==> src/rtl/ball_motion_controller.sv <==
// Pong ball engine: per-frame motion, wall/paddle reflection, goal detection,
// scoring and serve/delay/game-over sequencing.
module ball_motion_controller #(
    parameter int BIT_WIDTH     = 10,
    parameter int SCREEN_WIDTH  = 640,
    parameter int SCREEN_HEIGHT = 480,
    parameter int BALL_RADIUS   = 4,
    parameter int BALL_SPEED    = 2,
    parameter int SERVE_DELAY   = 60,
    parameter int WIN_SCORE     = 7
) (
    input  logic                 clk,
    input  logic                 rst,
    input  logic                 frame_tick,
    input  logic                 serve,
    input  logic [1:0]           touchingPaddle,
    output logic [BIT_WIDTH-1:0] ball_x,
    output logic [BIT_WIDTH-1:0] ball_y,
    output logic [3:0]           score_p1,
    output logic [3:0]           score_p2,
    output logic                 point_scored,
    output logic                 game_over,
    output logic                 ball_active
);
    localparam int SW   = BIT_WIDTH + 1;
    localparam int CW   = (SERVE_DELAY > 1) ? $clog2(SERVE_DELAY) : 1;
    localparam int LAST = (SERVE_DELAY > 0) ? SERVE_DELAY - 1 : 0;

    localparam logic signed [SW-1:0]   SPD  = SW'(BALL_SPEED);
    localparam logic signed [SW-1:0]   LO   = SW'(BALL_RADIUS);
    localparam logic signed [SW-1:0]   X_HI = SW'(SCREEN_WIDTH - 1 - BALL_RADIUS);
    localparam logic signed [SW-1:0]   Y_HI = SW'(SCREEN_HEIGHT - 1 - BALL_RADIUS);
    localparam logic [BIT_WIDTH-1:0]   CX   = BIT_WIDTH'(SCREEN_WIDTH / 2);
    localparam logic [BIT_WIDTH-1:0]   CY   = BIT_WIDTH'(SCREEN_HEIGHT / 2);
    localparam logic [CW-1:0]          CLAST = CW'(LAST);
    localparam logic [3:0]             WIN  = 4'(WIN_SCORE);

    typedef enum logic [1:0] {IDLE, SERVE_WAIT, MOVING, GAME_OVER} state_t;

    state_t                state;
    logic                  dx_right;
    logic                  dy_down;
    logic [CW-1:0]         cnt;

    logic                  dx_eff;
    logic signed [SW-1:0]  nx;
    logic signed [SW-1:0]  ny;
    logic                  goal_left;
    logic                  goal_right;
    logic [3:0]            s1_inc;
    logic [3:0]            s2_inc;

    // Paddle contact forces direction (never toggles) so a sticky flag cannot trap the ball.
    always_comb begin
        dx_eff = dx_right;
        if (touchingPaddle == 2'b01)
            dx_eff = 1'b1;
        else if (touchingPaddle == 2'b10)
            dx_eff = 1'b0;
        nx         = $signed({1'b0, ball_x}) + (dx_eff  ? SPD : -SPD);
        ny         = $signed({1'b0, ball_y}) + (dy_down ? SPD : -SPD);
        goal_left  = (nx <= LO);
        goal_right = !goal_left && (nx >= X_HI);
        s1_inc     = (score_p1 == 4'hF) ? score_p1 : score_p1 + 4'd1;
        s2_inc     = (score_p2 == 4'hF) ? score_p2 : score_p2 + 4'd1;
    end

    always_ff @(posedge clk or negedge rst) begin
        if (!rst) begin
            state        <= IDLE;
            ball_x       <= CX;
            ball_y       <= CY;
            dx_right     <= 1'b1;
            dy_down      <= 1'b1;
            score_p1     <= 4'd0;
            score_p2     <= 4'd0;
            cnt          <= '0;
            point_scored <= 1'b0;
            game_over    <= 1'b0;
            ball_active  <= 1'b0;
        end else begin
            point_scored <= 1'b0;
            case (state)
                IDLE: begin
                    if (serve) begin
                        state <= SERVE_WAIT;
                        cnt   <= '0;
                    end
                end
                SERVE_WAIT: begin
                    if (frame_tick) begin
                        if (cnt == CLAST) begin
                            state       <= MOVING;
                            ball_active <= 1'b1;
                        end else begin
                            cnt <= cnt + 1'b1;
                        end
                    end
                end
                MOVING: begin
                    if (frame_tick) begin
                        if (goal_left || goal_right) begin
                            // Conceding player receives the serve: ball heads toward the scorer.
                            point_scored <= 1'b1;
                            ball_x       <= CX;
                            ball_y       <= CY;
                            ball_active  <= 1'b0;
                            cnt          <= '0;
                            if (goal_left) begin
                                score_p2 <= s2_inc;
                                dx_right <= 1'b1;
                            end else begin
                                score_p1 <= s1_inc;
                                dx_right <= 1'b0;
                            end
                            if ((goal_left && s2_inc == WIN) || (goal_right && s1_inc == WIN)) begin
                                state     <= GAME_OVER;
                                game_over <= 1'b1;
                            end else begin
                                state <= SERVE_WAIT;
                            end
                        end else begin
                            ball_x   <= nx[BIT_WIDTH-1:0];
                            dx_right <= dx_eff;
                            if (ny <= LO) begin
                                ball_y  <= LO[BIT_WIDTH-1:0];
                                dy_down <= 1'b1;
                            end else if (ny >= Y_HI) begin
                                ball_y  <= Y_HI[BIT_WIDTH-1:0];
                                dy_down <= 1'b0;
                            end else begin
                                ball_y <= ny[BIT_WIDTH-1:0];
                            end
                        end
                    end
                end
                GAME_OVER: begin
                    if (serve) begin
                        state     <= SERVE_WAIT;
                        score_p1  <= 4'd0;
                        score_p2  <= 4'd0;
                        dx_right  <= 1'b1;
                        dy_down   <= 1'b1;
                        cnt       <= '0;
                        game_over <= 1'b0;
                    end
                end
                default: state <= IDLE;
            endcase
        end
    end
endmodule

==> config.mk <==
export PLATFORM = sky130hd
export DESIGN_NAME = ball_motion_controller
export DESIGN_NICKNAME = d
export VERILOG_FILES = /design/src/rtl/ball_motion_controller.sv
export SDC_FILE = /design/constraint.sdc
export NUM_CORES = 1
export LEC_CHECK = 0
export ABC_CLOCK_PERIOD_IN_PS = 5250
export CAP_MARGIN = 20
export CORE_ASPECT_RATIO = 1.1
export CORE_UTILIZATION = 45
export CTS_CLUSTER_SIZE = 12
export DETAILED_ROUTE_END_ITERATION = 8
export PLACE_DENSITY = 0.67
export SKIP_CTS_REPAIR_TIMING = 1
export SYNTH_ARGS = -nofsm -noshare
export SYNTH_HDL_FRONTEND = slang
export SYNTH_SLANG_ARGS = --single-unit
export TNS_END_PERCENT = 5
==> constraint.sdc <==
create_clock -name clk -period 5.25 [get_ports clk]
set_clock_uncertainty 0.1 [all_clocks]
set_input_delay 0.7875 -clock clk [delete_from_list [all_inputs] [get_ports clk]]
set_output_delay 0.7875 -clock clk [all_outputs]
set_load 0.02 [all_outputs]
==> out/metrics.cfg <==
[run_status]
status = complete, no violations

[pwr]
pwr-share-seq = 0.212
netSwitchingFraction = 0.494
power_switching_mw = 1.33
irDropWorstVdd_v = 0.000299
pwr-share-clk = 0.101
internal_power_mw = 1.36
powerDensity_mw_per_mm2 = 753
p_leak_nw = 1.55
combPwrFrac = 0.688

[placed_design]
dp_cells = 459
placed_area_mm2 = 0.00346
portBuffers = 35
gp_congestion = 0.829
dp_hpwl_mm = 5.05
post-place-ws_ps = 367

[timing]
setup_violations = 0
whs_ps = 407
fin_ws_ps = 650
finalCritPeriodShare = 0.876
hold_viol_final = 0
grt_setup_unrepaired = no
relSlewSlack = 0.389
finalCriticalPeriod_ps = 4600
drv_slew = 0
setup_tns_ps = 0
max_freq_ghz = 0.217
worst_pin_slew_ps = 916

[worst_setup_path]
cp_cell_sequence = clkdlybuf4s50_1 > a21boi_0 > nor2_1 > inv_1 > ha_1 > a211oi_2 > o21ai_1 > or3_1 > a32o_2 > o21a_1 > nor2_2 > nand2_1 > o211a_1
cpPeakStageDelay_ps = 500
crit_path_top_delay_cell = nor2_2
arrival_ps = 4740
cp.required_ps = 5390
startpoint_type = input pin
end_kind = register
crit_family = compound AO/OA/AOI/OAI gates
path_buf_inv = 2
critPathMaxFanout = 14
path_class = input pin to register

[synthesis]
syn-cell-area_mm2 = 0.00307
synth.most_common_cell = nand2_1
ys_seq_area_frac = 0.329
synth-seq-cells = 40
syn_nets = 386
synth_area_leaders = dfrtp_1 26%, ha_1 9.8%, dfstp_2 6.8%
async_flop_share = 1.00
syn_avg_cell_area_um2 = 8.67
syn_inst = 354
yosys_warnings = 0
synth_top_area_frac = 0.261
synth_edf_count = 0
synth_top_area_cell = dfrtp_1
synthTopCellsByCount = 37 x nand2_1, 34 x nor2_1, 32 x dfrtp_1
synth_flop_cell = dfrtp_1
synth_cell_types = 67

[layout]
antenna_cells = 0
stdcell_count = 467
area_growth_pct = 16.6
final_nets = 416
fin_area_mm2 = 0.00358
seqCellArea_mm2 = 0.00101
nFillCells = 613
multi_input_area_mm2 = 0.00192
drive_gt1_frac = 0.0805

[clock_tree]
clk_latency_ps = 300
cts_buffers = 5
cts_root_buffer = clkbuf_8
htreeDepth = 2
clk_path_buf_depth = 2
clkTransAtPathRegs_ps = 90
cts_tree = done
clock_sinks = 40

[routing]
postRouteAntennaNets = 0
via_per_inst = 5.80
totalWireLength_mm = 6.82
initialDrtViolationCount = 109
drc_errors = 0
vias = 2710
dr.pass1.iters = 4
wire_per_inst_um = 14.6

[die]
die_x_um = 80.7
core_mm2 = 0.00659
die_h_um = 88.6
rows = 31
initial_core_util = 0.465
boundaryPins = 37
die-area_mm2 = 0.00715

[global_routing]
grt_pass1_vias = 2501
grt_overflow_total = 0
grt_antenna_before_repair = 0
grt_first_pass_wirelength_mm = 11.3
grt_max_degree = 41
grt_usage = 0.203

[hold_path]
worstHoldPathType = register to register

[flow_run]
cap_viol_max_count = 0

## power groups by stage
| stage | logic (mW) | registers, mW | clock network, mW |
|---|---|---|---|
| 5_1_grt | 2.08 | 0.588 | 0.287 |
| 4_1_cts | 1.85 | 0.572 | 0.276 |
| 2_1_floorplan | 1.31 | 0.653 | 0 |
| 3_3_place_gp | 1.82 | 0.576 | 0 |
| 3_5_place_dp | 1.84 | 0.578 | 0 |
| 6_report | 1.85 | 0.570 | 0.271 |
## layer usage
layer  track usage  routed length [um]  vias up  share of wire
li1              -                   -     1371              -
met1         0.270                3310     1299           0.49
met2         0.347                3290       35           0.48
met3        0.0320                 164        5          0.024
met4        0.0487                  47        0         0.0069
met5             0                   0        -              0
## worst min-delay path, delay by kind of cell (launching register included)
| kind | cells | cell delay [ps] |
|---|---|---|
| flops | 1 | 370 |
| simple gates | 2 | 100 |
## placed cells by master, fill, tap and decap left out, types with 4 or more instances in the layout
cell type / count
o21ai_1: 5
dfstp_2: 8
a21oi_1: 27
nand4_1: 4
clkdlybuf4s50_1: 34
nand2_1: 37
dfrtp_1: 32
nor3_1: 6
a22o_1: 4
xnor2_1: 6
and3_1: 4
a31oi_1: 8
nand3_1: 11
o21a_1: 6
nor2_1: 34
ha_1: 24
o21ai_0: 16
nor2b_1: 4
inv_1: 18
o31ai_1: 5
xor2_1: 7
o211ai_1: 4
a21o_1: 5
clkbuf_8: 6
## final cells by class
class | instances | area share
Multi-Input combinational cell | 283 | 0.537
Timing Repair Buffer | 36 | 0.0986
Inverter | 18 | 0.0189
Clock inverter | 2 | 0.0108
Clock buffer | 6 | 0.0231
Tap cell | 82 | 0.0287
Sequential cell | 40 | 0.283
## final timing paths
path	startpoint	to	slack, ps	cells after the start
setup / recovery	touchingPaddle[0]	dy_down	650	13
hold / removal	ball_x[4]	ball_x[4]	410	2
setup reg to reg	dx_right	dy_down	1060	12
hold reg to reg	ball_x[4]	ball_x[4]	410	2
max in group asynchronous	rst	state[1]	3960	1
min in group asynchronous	rst	ball_active	530	1
## stage by stage
| stage | util | total power, mW |
|---|---|---|
| 4_1_cts | 0.543 | 2.70 |
| 2_1_floorplan | - | 1.97 |
| 6_report | 0.543 | 2.69 |
| 5_1_grt | 0.543 | 2.95 |
| 3_5_place_dp | 0.524 | 2.42 |
| 3_3_place_gp | 0.524 | 2.40 |
## kinds of logic after synthesis
family                   after synthesis  share of synthesized area
AO/OA/AOI/OAI                        115                      0.263
other                                  1                    0.00122
AND/OR/NAND/NOR                      123                      0.197
buffers and inverters                 31                     0.0444
flip-flops                            40                      0.329
multiplexers                           5                     0.0171
XOR/XNOR                              13                     0.0371
adder cells (fa/ha/maj)               26                      0.111
## state kept, by name, summed over array words and instances, names as in the netlist, 2 cells and up
register / flops
ball_y: 10
ball_x: 9
score_p2: 4
score_p1: 4
state: 2
cnt: 6
Note: power is estimated with default switching activity, not from simulation.
